File: src/rtl/core_pkg.sv
// Shared types for the RV32I core's memory stage: the access-size encoding
// (identical to the decoder's MemDataMask field) and the LSU sequencer states.
package core_pkg;

  typedef enum logic [1:0] {
    MEM_BYTE = 2'b01,
    MEM_HALF = 2'b10,
    MEM_WORD = 2'b11
  } mem_size_t;

  typedef enum logic [2:0] {
    ST_IDLE  = 3'd0,
    ST_REQ   = 3'd1,
    ST_WAIT  = 3'd2,
    ST_DONE  = 3'd3,
    ST_FAULT = 3'd4
  } lsu_state_t;

  // A mask of 00 carries no size information; it is handled as a word access.
  function automatic mem_size_t decode_size(input logic [1:0] mask);
    case (mask)
      2'b01:   return MEM_BYTE;
      2'b10:   return MEM_HALF;
      default: return MEM_WORD;
    endcase
  endfunction

endpackage

File: src/rtl/lsu_align.sv
// Byte-lane logic for the LSU: byte enables, store-data replication and
// misalignment detection for the incoming access, plus load-data extraction
// and sign/zero extension for the returning bus word.
module lsu_align
  import core_pkg::*;
(
  input  mem_size_t   i_size,
  input  logic [1:0]  i_off,
  input  logic [31:0] i_wdata,
  output logic [3:0]  o_be,
  output logic [31:0] o_wdata,
  output logic        o_misaligned,
  input  mem_size_t   i_ld_size,
  input  logic [1:0]  i_ld_off,
  input  logic        i_ld_sign,
  input  logic [31:0] i_rdata,
  output logic [31:0] o_ld_data
);

  logic [31:0] w_shifted;

  // Store side: lane enables, lane-replicated data and the alignment fault.
  always_comb begin
    o_be         = 4'b1111;
    o_wdata      = i_wdata;
    o_misaligned = 1'b0;
    case (i_size)
      MEM_BYTE: begin
        o_be         = 4'b0001 << i_off;
        o_wdata      = {4{i_wdata[7:0]}};
        o_misaligned = 1'b0;
      end
      MEM_HALF: begin
        o_be         = 4'b0011 << {i_off[1], 1'b0};
        o_wdata      = {2{i_wdata[15:0]}};
        o_misaligned = i_off[0];
      end
      default: begin
        o_be         = 4'b1111;
        o_wdata      = i_wdata;
        o_misaligned = |i_off;
      end
    endcase
  end

  // Load side: bring the addressed lane down to bit 0, then extend.
  always_comb begin
    w_shifted = i_rdata >> {i_ld_off, 3'b000};
    case (i_ld_size)
      MEM_BYTE: o_ld_data = {{24{i_ld_sign & w_shifted[7]}}, w_shifted[7:0]};
      MEM_HALF: o_ld_data = {{16{i_ld_sign & w_shifted[15]}}, w_shifted[15:0]};
      default:  o_ld_data = w_shifted;
    endcase
  end

endmodule

File: src/rtl/lsu_sequencer.sv
// MEM-stage load/store sequencer: runs one request/response transaction on
// the data-memory bus per load/store, stalling the pipeline while it is in
// flight and reporting misaligned accesses and bus timeouts as pulses.
//
// Bus handshake: bus_req is the request valid; the request (bus_addr, bus_we,
// bus_be, bus_wdata) is accepted in a cycle where bus_req and bus_gnt are both
// high, and all request fields stay stable while bus_req is high without
// bus_gnt. Read data is taken from the first cycle with bus_rvalid high after
// the grant cycle; bus_rvalid at any other time is ignored.
module lsu_sequencer
  import core_pkg::*;
#(
  parameter int ADDR_W   = 32,
  parameter int MAX_WAIT = 255
) (
  input  logic              clk,
  input  logic              rst_n,
  input  logic              req_valid,
  input  logic              mem_read,
  input  logic              mem_write,
  input  logic [1:0]        mem_data_mask,
  input  logic              mem_read_sign_extend,
  input  logic [ADDR_W-1:0] addr,
  input  logic [31:0]       wdata,
  output logic              stall,
  output logic [31:0]       rdata,
  output logic              rdata_valid,
  output logic              misaligned,
  output logic              timeout,
  output logic              bus_req,
  output logic              bus_we,
  output logic [ADDR_W-1:0] bus_addr,
  output logic [3:0]        bus_be,
  output logic [31:0]       bus_wdata,
  input  logic              bus_gnt,
  input  logic              bus_rvalid,
  input  logic [31:0]       bus_rdata,
  output lsu_state_t        dbg_state
);

  localparam int              CNT_W = (MAX_WAIT > 0) ? $clog2(MAX_WAIT + 1) : 1;
  localparam bit              TO_EN = (MAX_WAIT > 0);
  localparam logic [CNT_W-1:0] LIMIT = (MAX_WAIT > 0) ? CNT_W'(MAX_WAIT - 1) : '0;

  lsu_state_t        r_state;
  logic [ADDR_W-1:0] r_addr;
  logic [3:0]        r_be;
  logic [31:0]       r_wdata;
  mem_size_t         r_size;
  logic              r_sign;
  logic              r_we;
  logic [CNT_W-1:0]  r_cnt;
  logic              r_bus_req;
  logic [31:0]       r_rdata;
  logic              r_rdata_valid;
  logic              r_misaligned;
  logic              r_timeout;

  logic              w_access;
  logic              w_write;
  mem_size_t         w_size;
  logic [3:0]        w_be;
  logic [31:0]       w_wdata;
  logic              w_misal;
  logic [31:0]       w_ld_data;
  logic              w_limit;
  logic              w_stall;

  assign w_access = req_valid & (mem_read | mem_write);
  assign w_write  = mem_write;
  assign w_size   = decode_size(mem_data_mask);
  // Once the limit count is reached without a completing event the access
  // is abandoned; using >= also covers a grant that lands on the limit cycle
  // followed by a read response that never arrives.
  assign w_limit  = TO_EN && (r_cnt >= LIMIT);

  lsu_align u_align (
    .i_size       (w_size),
    .i_off        (addr[1:0]),
    .i_wdata      (wdata),
    .o_be         (w_be),
    .o_wdata      (w_wdata),
    .o_misaligned (w_misal),
    .i_ld_size    (r_size),
    .i_ld_off     (r_addr[1:0]),
    .i_ld_sign    (r_sign),
    .i_rdata      (bus_rdata),
    .o_ld_data    (w_ld_data)
  );

  // Stall is combinational so the pipeline freezes in the same cycle the
  // access shows up in IDLE; it is held low while reset is asserted.
  always_comb begin
    w_stall = 1'b0;
    case (r_state)
      ST_IDLE:         w_stall = w_access;
      ST_REQ, ST_WAIT: w_stall = 1'b1;
      default:         w_stall = 1'b0;
    endcase
  end

  assign stall = rst_n & w_stall;

  // Transaction FSM with its latches, wait counter and registered outputs.
  always_ff @(posedge clk or negedge rst_n) begin
    if (!rst_n) begin
      r_state       <= ST_IDLE;
      r_addr        <= '0;
      r_be          <= '0;
      r_wdata       <= '0;
      r_size        <= MEM_WORD;
      r_sign        <= 1'b0;
      r_we          <= 1'b0;
      r_cnt         <= '0;
      r_bus_req     <= 1'b0;
      r_rdata       <= '0;
      r_rdata_valid <= 1'b0;
      r_misaligned  <= 1'b0;
      r_timeout     <= 1'b0;
    end else begin
      r_rdata_valid <= 1'b0;
      r_misaligned  <= 1'b0;
      r_timeout     <= 1'b0;
      case (r_state)
        ST_IDLE: begin
          if (w_access) begin
            r_addr  <= addr;
            r_be    <= w_be;
            r_wdata <= w_wdata;
            r_size  <= w_size;
            r_sign  <= mem_read_sign_extend;
            r_we    <= w_write;
            if (w_misal) begin
              r_state      <= ST_FAULT;
              r_misaligned <= 1'b1;
              r_rdata      <= '0;
            end else begin
              r_state   <= ST_REQ;
              r_bus_req <= 1'b1;
              r_cnt     <= '0;
            end
          end
        end
        ST_REQ: begin
          r_cnt <= r_cnt + CNT_W'(1);
          if (bus_gnt) begin
            r_bus_req <= 1'b0;
            r_state   <= r_we ? ST_DONE : ST_WAIT;
          end else if (w_limit) begin
            r_bus_req <= 1'b0;
            r_timeout <= 1'b1;
            r_rdata   <= '0;
            r_state   <= ST_FAULT;
          end
        end
        ST_WAIT: begin
          r_cnt <= r_cnt + CNT_W'(1);
          if (bus_rvalid) begin
            r_rdata       <= w_ld_data;
            r_rdata_valid <= 1'b1;
            r_state       <= ST_DONE;
          end else if (w_limit) begin
            r_timeout <= 1'b1;
            r_rdata   <= '0;
            r_state   <= ST_FAULT;
          end
        end
        default: begin
          r_state <= ST_IDLE;
        end
      endcase
    end
  end

  assign rdata       = r_rdata;
  assign rdata_valid = r_rdata_valid;
  assign misaligned  = r_misaligned;
  assign timeout     = r_timeout;
  assign bus_req     = r_bus_req;
  assign bus_we      = r_we;
  assign bus_addr    = {r_addr[ADDR_W-1:2], 2'b00};
  assign bus_be      = r_be;
  assign bus_wdata   = r_wdata;
  assign dbg_state   = r_state;

endmodule

File: config.mk
export PLATFORM = sky130hd
export DESIGN_NAME = lsu_sequencer
export DESIGN_NICKNAME = d
export VERILOG_FILES = /design/src/rtl/core_pkg.sv /design/src/rtl/lsu_align.sv /design/src/rtl/lsu_sequencer.sv
export SDC_FILE = /design/constraint.sdc
export NUM_CORES = 1
export LEC_CHECK = 0
export ABC_AREA = 1
export ABC_CLOCK_PERIOD_IN_PS = 2190
export BUFFER_PORTS_ARGS = -buffer_cell sky130_fd_sc_hd__buf_2
export CAP_MARGIN = 15
export CORE_MARGIN = 2
export CORE_UTILIZATION = 31
export DETAILED_ROUTE_END_ITERATION = 8
export PLACE_DENSITY = 0.57
export SYNTH_ARGS = -nofsm -noshare
export SYNTH_HDL_FRONTEND = slang
export SYNTH_HIERARCHICAL = 1
export SYNTH_SLANG_ARGS = --single-unit
File: constraint.sdc
create_clock -name clk -period 2.19 [get_ports clk]
set_clock_uncertainty 0.15 [all_clocks]
set_input_delay 0.219 -clock clk [delete_from_list [all_inputs] [get_ports clk]]
set_output_delay 0.219 -clock clk [all_outputs]
set_load 0.1 [all_outputs]
==> metrics.csv <==
metric,value,unit
end_kind,primary output,
grt_util_all_layers,17.4,%
clk_pin_slew,0.06,ns
start_util,31.4,%
grt_pass1_vias,6126,
synth_seq_cells,119,
setup_viol,0,
fin_crit,2.07,ns
nets,1226,
relSlewSlack,54.3,%
cp_cell_sequence,"nor2_4, nand2_1, nand2_4, nor2_4, nor2_4, buf_12",
clk_latency,0.41,ns
final_util,43.1,%
dpl_worst_slack,0.161,ns
io_pins,215,
core,20800,µm²
path_buf_inv,1,
hold_path_startpoint,mem_data_mask[1],
area_growth_syn_to_layout,37.5,%
slowest_delay,0.44,ns
start_kind,flop,
root_buffer,clkbuf_16,
multiInputGateArea,2820,µm²
ys_warn_count,6,
reg2reg_from,r_size[0],
violations,hold timing,
ff2ff_path_depth,10,
cts_inserted_buffers,17,
maxSlewViolCount,0,
drt_wl_total,19700,µm
vias_per_cell,4.53,
post_drt_wl_per_cell,14.0,µm
netlist_instances,870,
holdWs,-0.0153,ns
r2r-end,rdata[23],
fmax,483,MHz
num_vias,6352,
synth.distinct_cells,32,
dp_hpwl,13200,µm
required,1.82,ns
num_antenna_cells,0,
crit_top_cell,nor2_4,
drc,0,
antenna_found_initial,0,
syn-cell-area,6530,µm²
ant_nets,0,
fin_crit_sh,94.6,%
fin_setup_tns,0,ns
hold_viol_final,1,
h-tree-depth,4,
grt_overflow_total,0,
hold_path_class,in2reg,
drt_first_iter_violations,322,
io_buffers,212,
setup_slack,0.119,ns
dieWidth,149,µm
arrival,1.70,ns
critPathKind,reg2out,
die_h,149,µm
path_max_fanout,10,
slowest_stage,dfrtp_2,
drv_cap,0,
cts.sinks,119,
dieArea,22200,µm²
yosysSeqAreaShare,45.6,%
drt_pre_antenna_iters,4,
hold_path_end,r_size[0],
rows,53,
worst_pin_slew,0.685,ns
reg2reg_slack,0.21,ns
place.gp.congestion,0.869,
grt_max_degree,120,
tritoncts,done,
fillers,2145,
grt_pass1_wl,30800,µm
drive_above_1_share,27.6,%
rsz0062_at_grt,no,
seqCellArea,2980,µm²
outcome,finished with violations,
syn_area_per_cell,7.51,µm²
hold_path_depth,2,
cp_top_family,simple AND/OR/NAND/NOR gates,
clock_path_buffers,2,
[worst max-delay path by stage]
stage / end / startpoint / cells after the start / slack, ns
6_report: stall / dbg_state[0] / 6 / 0.12
5_1_grt: stall / dbg_state[0] / 6 / 0.01
2_1_floorplan: stall / dbg_state[0] / 5 / 0.10
4_1_cts: stall / dbg_state[1] / 6 / 0.03
3_5_place_dp: r_cnt[3] / mem_data_mask[0] / 12 / 0.16
3_3_place_gp: r_cnt[3] / mem_data_mask[0] / 12 / 0.23
[final cells by class]
cell class | instances | share of cell area, %
sequential | 119 | 33.2
multi-input combinational | 621 | 31.4
timing repair buffer | 303 | 22.6
clock buffer | 18 | 4.89
tap | 275 | 3.83
inverter | 52 | 2.20
clock inverter | 14 | 1.81
[layer usage]
layer | global-route usage [%] | share of wire [%] | vias to the layer above
met5 | 0 | 0 | -
met4 | 4.90 | 1.4 | 0
met3 | 5.05 | 7.6 | 16
met2 | 28.6 | 47 | 216
met1 | 22.4 | 44 | 2946
li1 | - | - | 3174
[logic make-up after synthesis]
kind of cell,synth area share [%]
DFF,45.6
buffers and inverters,11.8
other,0.0574
AOI/OAI and AO/OA,6.49
adders and majority gates,1.15
and+or+nand+nor,34.8
[cells in the mapped netlist]
master / count / share of area, %
ha_1: 6 / 1.1
o21ai_0: 33 / 2.5
nand4_1: 4 / 0.38
o211ai_1: 15 / 1.7
a31oi_1: 3 / 0.29
conb_1: 1 / 0.057
nor2_4: 3 / 0.52
nor2_8: 1 / 0.31
nand2_1: 439 / 25
buf_4: 43 / 4.9
nand3_2: 17 / 2.6
dfrtp_1: 117 / 45
inv_2: 2 / 0.11
buf_6: 11 / 1.9
and2_1: 1 / 0.096
o21ai_1: 4 / 0.31
buf_2: 19 / 1.5
buf_8: 1 / 0.23
clkbuf_1: 3 / 0.17
buf_1: 2 / 0.11
nand2_4: 1 / 0.17
nand3_4: 1 / 0.27
a22oi_1: 7 / 0.80
inv_1: 49 / 2.8
inv_4: 1 / 0.096
nor2_1: 25 / 1.4
nand3_1: 42 / 3.2
a21oi_1: 11 / 0.84
nand3b_1: 1 / 0.11
nand2_2: 2 / 0.19
nor2_2: 3 / 0.29
dfstp_2: 2 / 0.80
[stage by stage]
stage	cells	instance area [µm²]
2_1_floorplan	871	6550
3_3_place_gp	1302	7630
3_5_place_dp	1302	7630
4_1_cts	1398	8870
5_1_grt	1402	8980
6_report	1402	8980
[registers in the layout, indices dropped and copies added, names as in the netlist]
name / cells
bus_req: 1
bus_be: 4
rdata_valid: 1
misaligned: 1
bus_wdata: 32
dbg_state: 3
r_addr: 32
bus_we: 1
timeout: 1
r_size: 2
r_cnt: 8
rdata: 32
r_sign: 1
[cell usage in the layout (no fill, tap or decap), drive strengths merged]
master	n
nand2	442
buf	237
dfrtp	117
dlygate4sd3	62
nand3	60
inv	59
o21ai	37
nor2	32
clkbuf	20
o211ai	15
a21oi	11
a22oi	7
ha	6
nand4	4
a31oi	3
clkinv	3
conb	2
bufinv	2
clkinvlp	2
dlymetal6s4s	2
dfstp	2
nand3b	1
and2	1
[what timing repair did]
item                                    in CTS  in global routing
pin swaps                                    1                  4
hold endpoints to repair                   178                  1
endpoints found under the setup margin       1                 46
setup buffers                                1                  2
cloned                                       0                  3
hold buffers                                63                  1
gates resized for setup                      1                  9
Power is left out: the tool's default activity adds up to more than one toggle a clock period on the data nets, which glitch-free logic cannot reach.
